[src/rtl/bk_arith_pkg.sv]
// +----------------------------------------------------------------------------+
// | Module      : bk_arith_pkg                                                 |
// | Description : Shared definitions for the Brent-Kung arithmetic blocks:     |
// |               slice width, serial-controller state encoding and a helper   |
// |               returning the number of slices for a given operand width.    |
// | Ports       : none (package)                                               |
// | Revision    : 1.0 - initial release                                        |
// +----------------------------------------------------------------------------+
`default_nettype none

package bk_arith_pkg;

  localparam int BK_SLICE_W = 4;

  typedef enum logic [1:0] {
    IDLE = 2'd0,
    RUN  = 2'd1,
    DONE = 2'd2
  } bk_state_t;

  // Number of BK_SLICE_W-bit slices needed to cover a WIDTH-bit operand.
  function automatic int bk_num_slices(input int width);
    return width / BK_SLICE_W;
  endfunction

endpackage

`default_nettype wire

[src/rtl/bk_slice4.sv]
// +----------------------------------------------------------------------------+
// | Module      : bk_slice4                                                    |
// | Description : Combinational 4-bit Brent-Kung prefix adder slice.           |
// |               s = a + b + cin, with carry-out and the carry into bit 3     |
// |               (the latter lets the caller derive signed overflow).         |
// | Ports       : a[3:0], b[3:0], cin  -> operands and carry-in               |
// |               s[3:0]               <- sum                                 |
// |               cout                 <- carry out of bit 3                  |
// |               c3                   <- carry into bit 3                    |
// | Revision    : 1.0 - initial release                                        |
// +----------------------------------------------------------------------------+
`default_nettype none

module bk_slice4 (
  input  logic [3:0] a,
  input  logic [3:0] b,
  input  logic       cin,
  output logic [3:0] s,
  output logic       cout,
  output logic       c3
);

  logic [3:0] w_g;
  logic [3:0] w_p;
  logic       w_g10;
  logic       w_p10;
  logic       w_g32;
  logic       w_p32;
  logic       w_g30;
  logic       w_p30;
  logic [3:0] w_c;

  // Bitwise generate / propagate.
  assign w_g = a & b;
  assign w_p = a ^ b;

  // Up-sweep: pairs, then the full 4-bit group.
  assign w_g10 = w_g[1] | (w_p[1] & w_g[0]);
  assign w_p10 = w_p[1] & w_p[0];
  assign w_g32 = w_g[3] | (w_p[3] & w_g[2]);
  assign w_p32 = w_p[3] & w_p[2];
  assign w_g30 = w_g32 | (w_p32 & w_g10);
  assign w_p30 = w_p32 & w_p10;

  // Down-sweep: carry into each bit, with cin acting as generate at bit -1.
  assign w_c[0] = cin;
  assign w_c[1] = w_g[0] | (w_p[0] & cin);
  assign w_c[2] = w_g10  | (w_p10  & cin);
  assign w_c[3] = w_g[2] | (w_p[2] & w_c[2]);

  assign s    = w_p ^ w_c;
  assign cout = w_g30 | (w_p30 & cin);
  assign c3   = w_c[3];

endmodule

`default_nettype wire

[src/rtl/bk_serial_subtractor.sv]
// +----------------------------------------------------------------------------+
// | Module      : bk_serial_subtractor                                         |
// | Description : Digit-serial multi-precision subtractor, D = A - B - B_IN,   |
// |               one 4-bit Brent-Kung slice per clock (A + ~B + carry, with   |
// |               the carry register seeded by ~B_IN). Valid/ready handshake   |
// |               on both sides; back-to-back accept while retiring.          |
// | Ports       : CLK, RST (async, active-high)                                |
// |               IN_VALID/IN_READY, A, B, B_IN  -> operand channel           |
// |               OUT_VALID/OUT_READY, D, B_OUT  <- result channel            |
// |               OVF (only with BK_SUB_OVF_EN) <- signed overflow            |
// | Options     : `define BK_SUB_OVF_EN adds the OVF output.                   |
// | Revision    : 1.0 - initial release                                        |
// +----------------------------------------------------------------------------+
`default_nettype none

module bk_serial_subtractor #(
  parameter int WIDTH = 16
) (
  input  logic             CLK,
  input  logic             RST,
  input  logic             IN_VALID,
  output logic             IN_READY,
  input  logic [WIDTH-1:0] A,
  input  logic [WIDTH-1:0] B,
  input  logic             B_IN,
  output logic             OUT_VALID,
  input  logic             OUT_READY,
  output logic [WIDTH-1:0] D,
  output logic             B_OUT
`ifdef BK_SUB_OVF_EN
  ,
  output logic             OVF
`endif
);

  import bk_arith_pkg::*;

  localparam int NS = bk_num_slices(WIDTH);
  localparam int CW = (NS > 1) ? $clog2(NS) : 1;
  localparam logic [CW-1:0] C_LAST = CW'(NS - 1);

  if ((WIDTH < BK_SLICE_W) || ((WIDTH % BK_SLICE_W) != 0)) begin : g_width_check
    $error("bk_serial_subtractor: WIDTH must be a multiple of 4 and at least 4");
  end

  bk_state_t        r_state;
  logic [WIDTH-1:0] r_a;
  logic [WIDTH-1:0] r_b;
  logic [WIDTH-1:0] r_d;
  logic             r_carry;
  logic [CW-1:0]    r_cnt;
  logic             r_out_valid;
  logic             r_bout;

  logic [CW+1:0]    w_shamt;
  logic [3:0]       w_a_sl;
  logic [3:0]       w_b_sl;
  logic [3:0]       w_sum;
  logic             w_cout;
  logic [WIDTH-1:0] w_mask;
  logic [WIDTH-1:0] w_ins;

`ifdef BK_SUB_OVF_EN
  logic             r_ovf;
  logic             w_c3;
`else
  logic             w_c3_unused;
`endif

  // Bit offset of the active slice; slice k occupies bits [4k+3:4k].
  assign w_shamt = {r_cnt, 2'b00};
  assign w_a_sl  = 4'(r_a >> w_shamt);
  // Subtraction as A + ~B + carry: invert the subtrahend slice.
  assign w_b_sl  = ~4'(r_b >> w_shamt);
  assign w_mask  = WIDTH'(4'hF) << w_shamt;
  assign w_ins   = WIDTH'(w_sum) << w_shamt;

  bk_slice4 u_slice (
    .a    (w_a_sl),
    .b    (w_b_sl),
    .cin  (r_carry),
    .s    (w_sum),
    .cout (w_cout),
`ifdef BK_SUB_OVF_EN
    .c3   (w_c3)
`else
    .c3   (w_c3_unused)
`endif
  );

  // Ready is held low while reset is asserted so nothing is accepted then.
  always_comb begin
    IN_READY = 1'b0;
    if (!RST) begin
      case (r_state)
        IDLE:    IN_READY = 1'b1;
        DONE:    IN_READY = OUT_READY;
        default: IN_READY = 1'b0;
      endcase
    end
  end

  always_ff @(posedge CLK or posedge RST) begin
    if (RST) begin
      r_state     <= IDLE;
      r_a         <= '0;
      r_b         <= '0;
      r_d         <= '0;
      r_carry     <= 1'b0;
      r_cnt       <= '0;
      r_out_valid <= 1'b0;
      r_bout      <= 1'b0;
`ifdef BK_SUB_OVF_EN
      r_ovf       <= 1'b0;
`endif
    end else begin
      case (r_state)
        IDLE: begin
          if (IN_VALID) begin
            r_a     <= A;
            r_b     <= B;
            // Carry-in of the two's-complement add absorbs the borrow-in.
            r_carry <= ~B_IN;
            r_cnt   <= '0;
            r_state <= RUN;
          end
        end

        RUN: begin
          r_d     <= (r_d & ~w_mask) | w_ins;
          r_carry <= w_cout;
          r_cnt   <= r_cnt + 1'b1;
          if (r_cnt == C_LAST) begin
            // No carry out of the top slice means the subtraction borrowed.
            r_bout      <= ~w_cout;
`ifdef BK_SUB_OVF_EN
            r_ovf       <= w_c3 ^ w_cout;
`endif
            r_out_valid <= 1'b1;
            r_state     <= DONE;
          end
        end

        DONE: begin
          if (OUT_READY) begin
            r_out_valid <= 1'b0;
            if (IN_VALID) begin
              // Retire and accept in the same cycle.
              r_a     <= A;
              r_b     <= B;
              r_carry <= ~B_IN;
              r_cnt   <= '0;
              r_state <= RUN;
            end else begin
              r_state <= IDLE;
            end
          end
        end

        default: begin
          r_state     <= IDLE;
          r_out_valid <= 1'b0;
        end
      endcase
    end
  end

  assign OUT_VALID = r_out_valid;
  assign D         = r_d;
  assign B_OUT     = r_bout;
`ifdef BK_SUB_OVF_EN
  assign OVF       = r_ovf;
`endif

endmodule

`default_nettype wire

[config.mk]
export PLATFORM = sky130hd
export DESIGN_NAME = bk_serial_subtractor
export DESIGN_NICKNAME = d
export VERILOG_FILES = /design/src/rtl/bk_arith_pkg.sv /design/src/rtl/bk_slice4.sv /design/src/rtl/bk_serial_subtractor.sv
export SDC_FILE = /design/constraint.sdc
export NUM_CORES = 1
export LEC_CHECK = 0
export CORE_AREA = 5 5 76 78
export CTS_CLUSTER_SIZE = 30
export DETAILED_ROUTE_END_ITERATION = 10
export DIE_AREA = 0 0 81 83
export HOLD_SLACK_MARGIN = 0.08
export PLACE_DENSITY = 0.86
export SLEW_MARGIN = 10
export SYNTH_ARGS = -nofsm -noshare
export SYNTH_HDL_FRONTEND = slang
export SYNTH_HIERARCHICAL = 1
export SYNTH_SLANG_ARGS = --single-unit
[constraint.sdc]
create_clock -name CLK -period 5.7 [get_ports CLK]
set_clock_uncertainty 0.05 [all_clocks]
set_input_delay 0.855 -clock CLK [delete_from_list [all_inputs] [get_ports CLK]]
set_output_delay 0.855 -clock CLK [all_outputs]
set_load 0.02 [all_outputs]
# Yosys cells after proc, flatten, opt, wreduce, memory -nomap -nowiden
# Index checks and enable logic that the tools add are counted.
# op_classes
muxes	22
n_bitwise	27
n_reduce_logical	8
eq_ne	6
addsub	1
shifts	4
# ops
cell	count
two-way mux 16 bit	4
one-hot mux 16 bit (2 select lines)	2
right shift 16 x 4 -> 4 bit	2
bitwise AND 16 bit	1
inverter 16 bit	1
bitwise OR 16 bit	1
<< shifter 4 x 4 -> 16 bit	1
<< shifter 4 x 4 -> 16 bit, first input constant	1
one-hot mux 2 bit (3 select lines)	2
bitwise AND 1 bit	10
two-way mux 2 bit	5
bitwise XOR 4 bit	2
bitwise OR 1 bit	7
two-way mux 1 bit	6
!= test 2 bit, second input constant	3
one-hot mux 1 bit (3 select lines)	2
AND reduction 2 bit	3
AND reduction 3 bit	2
bitwise AND 4 bit	1
equality test 2 bit, second input constant	2
inverter 4 bit	1
inverter 1 bit	3
nonzero test 3 bit	1
adder 2 x 1 -> 2 bit, second input constant	1
4 further kinds	4
# word_totals
wordCells	76
reg_bits	55
inputBits	37

# Logic depth before layout (Yosys ltp)
# Gate-level depths: netlist (run 1).
# logic_depth
word_depth	11
mapped_depth	10
mapped_depth_nobuf	9

# Modules after synthesis
# Netlist (run 1), hierarchy kept.
# modules_own_cells
module	cells_each	area_each_um2	n_inst
bk_serial_subtractor	168	2503.7	1
bk_slice4	21	167.7	1

# Worst setup path after synthesis (run 1)
# Ideal clock, no wire load.
# synth_path
kind	register to register
from	register r_cnt[0]
to	register r_d[14], in the netlist D[14]
required_time_ns	5.567
setup_time_ns	0.083
slack_ns	3.065
n_path_buf	1
arrival_ns	2.503
path_stages_with_launch	10
period_less_slack_ns	2.635
path_cell_list	dfrtp_1 -> buf_4 -> mux4_2 -> ha_1 -> a21o_1 -> a21oi_2 -> fa_1 -> inv_1 -> nand2_1 -> o21ai_0
# synth_rtl
item	line	text
start, declared	bk_serial_subtractor.sv:51	logic [CW-1:0] r_cnt;
start signal, assigned	bk_serial_subtractor.sv:132	r_cnt <= r_cnt + 1'b1;
right shift 16 x 4 -> 4 bit (*)	bk_serial_subtractor.sv:72	assign w_a_sl = 4'(r_a >> w_shamt);
net w_a_sl[0]	bk_serial_subtractor.sv:56	logic [3:0] w_a_sl;
bitwise AND 4 bit or bitwise XOR 4 bit (tied branches)	bk_slice4.sv:34, bk_slice4.sv:35	
bitwise AND 1 bit, on equally long branches	bk_slice4.sv:38, bk_slice4.sv:39	
bitwise OR 1 bit or bitwise AND 1 bit (tied branches)	bk_slice4.sv:38, bk_slice4.sv:48	
bitwise OR 1 bit (*)	bk_slice4.sv:48	assign w_c[2] = w_g10 | (w_p10 & cin);
bitwise XOR 4 bit (*)	bk_slice4.sv:51	assign s = w_p ^ w_c;
net w_sum[2]	bk_serial_subtractor.sv:58	logic [3:0] w_sum;
<< shifter 4 x 4 -> 16 bit (*)	bk_serial_subtractor.sv:76	assign w_ins = WIDTH'(w_sum) << w_shamt;
bitwise OR 16 bit (*)	bk_serial_subtractor.sv:130	r_d <= (r_d & ~w_mask) | w_ins;
end signal, assigned	bk_serial_subtractor.sv:130	
end, declared	bk_serial_subtractor.sv:49	logic [WIDTH-1:0] r_d;
# The timed path passes the listed nets; every way through them passes the cells marked *.
# A chain may end at the register's enable or synchronous reset.

# Final worst setup path (run 1)
# layout_path
from	input port OUT_READY
to	output port IN_READY
# layout_via
elab_chain_cells	2
# layout_rtl
item	line	text
start, declared	bk_serial_subtractor.sv:27	input logic OUT_READY,
one-hot mux 1 bit (2 select lines)	bk_serial_subtractor.sv:95	case (r_state)
two-way mux 1 bit	bk_serial_subtractor.sv:94	if (!RST) begin
end, declared	bk_serial_subtractor.sv:22	output logic IN_READY,
# No other way between the ends.

==> run metrics, run 1 <==
most frequent CP cell=clkdlybuf4s50_1; largest net degree at the start of global routing=56; FF-to-FF setup slack=2.58 ns; Mapped Avg Cell Area=14.19 um2; Syn Nets=roughly 240; CP max-delay cell=clkdlybuf4s50_1; Die W=between 80 and 90 um; initial antenna violation count=0; slowest stage delay, CP=0.63 ns; Pleak=0.001462 uW; commonest non-fill, non-tap cells in the layout=55 x dfrtp_1, 55 x clkdlybuf4s50_1, 26 x mux2_4, 21 x nand2_1, 13 x inv_1; Hold WS=approximately 0.44 ns; H-Tree Depth=2; Critical Path Source Type=input pin; Final #Nets=between 200 and 300; number of global-route vias before repair=1,795; initial drt markers=99; FMAX=between 0.3 and 0.4 GHz; clk_lat worst skew=0.30 ns; synthesized area=approximately 2700 um2; routed vias=~1,700; worst hold stages=2; Synth warnings=6; Initial DRT Pass Iterations=4; Worst Setup End Kind=output port; Reg-to-Reg End=D[15]; IO buf count=55; DP Area=approximately 3200 um2; Crit Path Max Fanout=3; total global routing overflow=0; hold endpoint=OUT_VALID; clock-pin slew on the worst setup and hold paths=roughly 0.090 ns; Final setup viols=0; Critical Path AT=2.24 ns; CTS root buf=clkbuf_8; clock buffer count from CTS=5; measured slew at the worst slew-check pin=around 0.92 ns; Clock Sinks=55; Hold Startpoint=OUT_VALID; time the worst path needs with I/O delays and setup=3.150 ns; FF-to-FF Start=r_cnt[0]; # resized after CTS=0; fin crit share=55.26%; max_slew headroom=roughly two fifths; final slew viol count=0; Core Box Area=roughly 5000 um2; layout cell share with drive strength beyond 1=21.31%; RSZ-0062 raised after global routing=false; drt total wl=around 5000 um; cells after synthesis=~190; CTS tree=done; GR Util All Layers=~16%; detailed placement HPWL=between 3000 and 4000 um; setup total negative slack=0 ns; worst ir drop on vdd=0.0003287 V; Post-CTS Setup Bufs=0; critical path cell sequence=clkdlybuf4s50_1, nor2b_4, nor3_1, clkdlybuf4s50_1; GP Congestion=a little under 0.8; routed vias/inst=around 5.3; Core Rows=26; drc violations=0; final hold viol count=0; initial core utilization=a little over half; CTS hold repair buffers=0; Die ar.=slightly below 7000 um2; Chip Height=slightly above 80 um; Max Cap Viol=0; area grow syn2layout=24.77%; routed len/inst=between 15 and 20 um; CTS Buffer Depth=2; post-route ant nets=0; Setup Crit Path Kind=input pin to output port; num ports=56; Final Cell Area=between 3000 and 4000 um2; total power=roughly 2200 uW; Inserted Diodes=0; Power Density=roughly 660 nW/um2; CP required=between 4 and 5 ns; status=finished, final reports clean; reg2reg path depth=8; global-route wire length before repair=8424 um; Min-Delay Path Class=flip-flop to flip-flop
## area by class of cell
class / count / area, um2
Fill cell: 407 / 1682
Sequential cell: 55 / 1376
Multi-Input combinational cell: 111 / 1171
Timing Repair Buffer: 56 / 558.0
Tap cell: 70 / 87.58
Clock buffer: 7 / 76.32
Inverter: 14 / 53.80
Clock inverter: 1 / 5.005
## critical path, delay by kind of cell
kind / cells / cell delay, ns
simple gates: 2 / 0.21
buf+inv: 2 / 1.18
## sequential cells by signal, indices dropped and copies added (netlist names)
name	cells
r_carry	1
r_cnt	2
r_state	2
r_a	16
r_b	16
B_OUT	1
D	16
OUT_VALID	1
## worst max-delay path by stage
| stage | startpoint | to | depth (start not counted) |
|---|---|---|---|
| 4_1_cts | OUT_READY | IN_READY | 4 |
| 5_1_grt | r_cnt[0] | D[15] | 8 |
| 3_5_place_dp | OUT_READY | IN_READY | 4 |
| 6_report | OUT_READY | IN_READY | 4 |
| 2_1_floorplan | r_cnt[0] | D[14] | 9 |
| 3_3_place_gp | OUT_READY | IN_READY | 4 |
## through the flow
stage | instances | worst slack, ns | util [%]
floorplan | 188 | 3.065 | -
global placement | 306 | 2.604 | 64.79
detailed placement | 306 | 2.533 | 64.79
CTS | 314 | 2.530 | 66.41
global route | 314 | 2.331 | 66.43
finish | 314 | 2.550 | 66.43
## routing by layer
metal	global-route usage (%)	up-vias	routed length (um)
met2	25.99	51	2393
li1	-	780	-
met4	6.605	0	98
met1	20.33	835	2100
met3	2.922	12	324
met5	0	-	0
## power breakdown
| part | internal (uW) | switching, uW |
|---|---|---|
| logic | 642 | 615 |
| registers | 589 | 149 |
| clock network | 86.6 | 118 |
| total | 1320 | 882 |
(Power assumes the default switching activity.)
==> inputs of run 2 (changes only) <==
--- a/config.mk
+++ b/config.mk
@@ -5,12 +5,12 @@
 export SDC_FILE = /design/constraint.sdc
 export NUM_CORES = 1
 export LEC_CHECK = 0
-export CORE_AREA = 5 5 76 78
+export CORE_AREA = 5 5 79 81
 export CTS_CLUSTER_SIZE = 30
 export DETAILED_ROUTE_END_ITERATION = 10
-export DIE_AREA = 0 0 81 83
+export DIE_AREA = 0 0 84 86
 export HOLD_SLACK_MARGIN = 0.08
-export PLACE_DENSITY = 0.86
+export PLACE_DENSITY = 0.81
 export SLEW_MARGIN = 10
 export SYNTH_ARGS = -nofsm -noshare
 export SYNTH_HDL_FRONTEND = slang
==> constraint.sdc (replaced) <==
create_clock -name CLK -period 2.9 [get_ports CLK]
set_clock_uncertainty 0.05 [all_clocks]
set_input_delay 0.435 -clock CLK [delete_from_list [all_inputs] [get_ports CLK]]
set_output_delay 0.435 -clock CLK [all_outputs]
set_load 0.02 [all_outputs]
==> run metrics, run 2 (synthesis results as in run 1) <==
initial drt markers=about 120; status=finished, final reports clean; final slew viol count=0; GP Congestion=about 0.83; worst path bufs/invs=1; Power Density=1291 nW/um2; commonest non-fill, non-tap cell in the layout=clkdlybuf4s50_1; Worst Setup End Kind=flip-flop; initial core utilization=between 40 and 50%; Final #Nets=~290; Core Rows=27; FMAX=between 0.3 and 0.4 GHz; Setup Crit Path Kind=flip-flop to flip-flop; CTS hold repair buffers=0; Crit Path Max Fanout=8; number of global-route vias before repair=1,760; num ports=56; CTS root buf=clkbuf_8; Final setup viols=0; Critical Path Source Type=flip-flop; total global routing overflow=0; fin crit share=between 80% and 90%; slowest stage delay, CP=roughly 0.55 ns; drc violations=0; Hold WS=between 0.4 and 0.5 ns; max_slew headroom=65.98%; Chip Height=approximately 86 um; Critical Path AT=2.75 ns; CTS tree=done; setup total negative slack=0 ns; Max Cap Viol=0; GR Util All Layers=~15%; Min-Delay Path Class=input pin to asynchronous set/reset pin; clk_lat worst skew=around 0.31 ns; measured slew at the worst slew-check pin=approximately 0.51 ns; CTS Buffer Depth=2; RSZ-0062 raised after global routing=false; Fillers=between 400 and 500; routed len/inst=about 16 um; routed vias=between 1,500 and 2,000; worst ir drop on vdd=roughly 0.00064 V; time the worst path needs with I/O delays and setup=2.560 ns; detailed placement HPWL=3833 um; FF+latch area=between 1000 and 1500 um2; Die W=roughly 84 um; delay-heaviest family, CP=adder cells; critical path cell sequence=mux4_2, ha_1, a21o_1, a21oi_2, fa_1, inv_1, nand2_1, o21ai_0; clock buffer count from CTS=5; IO buf count=55; Core Box Area=about 5400 um2; area grow syn2layout=27.77%; final core utilization=between 60% and 70%; largest net degree at the start of global routing=37; routed vias/inst=between 5 and 6; final hold viol count=0; drt total wl=approximately 5200 um; total power=roughly 4400 uW; CP required=3.09 ns; post-route ant nets=0; Initial DRT Pass Iterations=4; FF-to-FF setup slack=~0.34 ns; initial antenna violation count=0; Multi-input gate area=between 1000 and 1500 um2; commonest non-fill, non-tap cells in the layout=55 x clkdlybuf4s50_1, 54 x dfrtp_1, 26 x mux2_4, 21 x nand2_1, 13 x inv_1; Pleak=0.001498 uW; H-Tree Depth=2; CP max-delay cell=mux4_2; layout cell share with drive strength beyond 1=between 20% and 30%; clock-pin slew on the worst setup and hold paths=around 0.10 ns; Die ar.=7224 um2; Clock Sinks=55; global-route wire length before repair=8666 um; Inserted Diodes=0
run 2: final timing paths:
check | start | end | depth (start not counted)
worst max-delay path | r_cnt[0] | D[14] | 8
worst min register to register | B_OUT | B_OUT | 2
max in group asynchronous | RST | r_cnt[0] | 3
worst max register to register | r_cnt[0] | D[14] | 8
min in group CLK | B_OUT | B_OUT | 2
worst min-delay path | RST | D[14] | 2
run 2: final cells by class:
cell class | count | area share [%]
flip-flops and latches | 55 | 40.42
multi-input cells | 111 | 34.36
repair buffers | 60 | 17.99
clock buffers | 7 | 2.827
well taps | 72 | 2.643
inverters | 14 | 1.542
clock inverters | 1 | 0.2203
run 2: what timing repair did:
action / in CTS / in global routing
resized for setup: 0 / 1
buffers inserted: 0 / 0
endpoints found under the setup margin: 0 / 1
run 2: metal layers:
layer  global-route usage, %  part of all wire (%)  wire, um  vias up
met3                   3.458                   5.0       257        7
li1                        -                     -         -      785
met5                       0                     0         0        -
met2                   25.38                    47      2409       42
met4                   4.386                   1.3        65        0
met1                   19.44                    47      2431      816
run 2: where the power goes:
part | switching [uW] | internal, uW
sequential | 283 | 1160
clock | 245 | 218
combinational | 1200 | 1290
total | 1730 | 2670
run 2: worst reg2reg max path, stage by stage, from the launching register on:
cell	delay (ns)
dfrtp_2	0.48
mux4_2	0.55
ha_1	0.31
a21o_1	0.19
a21oi_2	0.17
fa_1	0.42
inv_1	0.13
nand2_1	0.06
o21ai_0	0.13
run 2: metrics by stage:
| stage | cell area [um2] | std cells | setup WS, ns |
|---|---|---|---|
| detailed placement | 3303 | 312 | 0.2290 |
| CTS | 3407 | 320 | 0.2215 |
| global placement | 3303 | 312 | 0.3015 |
| finish | 3408 | 320 | 0.3402 |
| global route | 3408 | 320 | 0.1199 |
| floorplan | 2668 | 188 | 0.2647 |
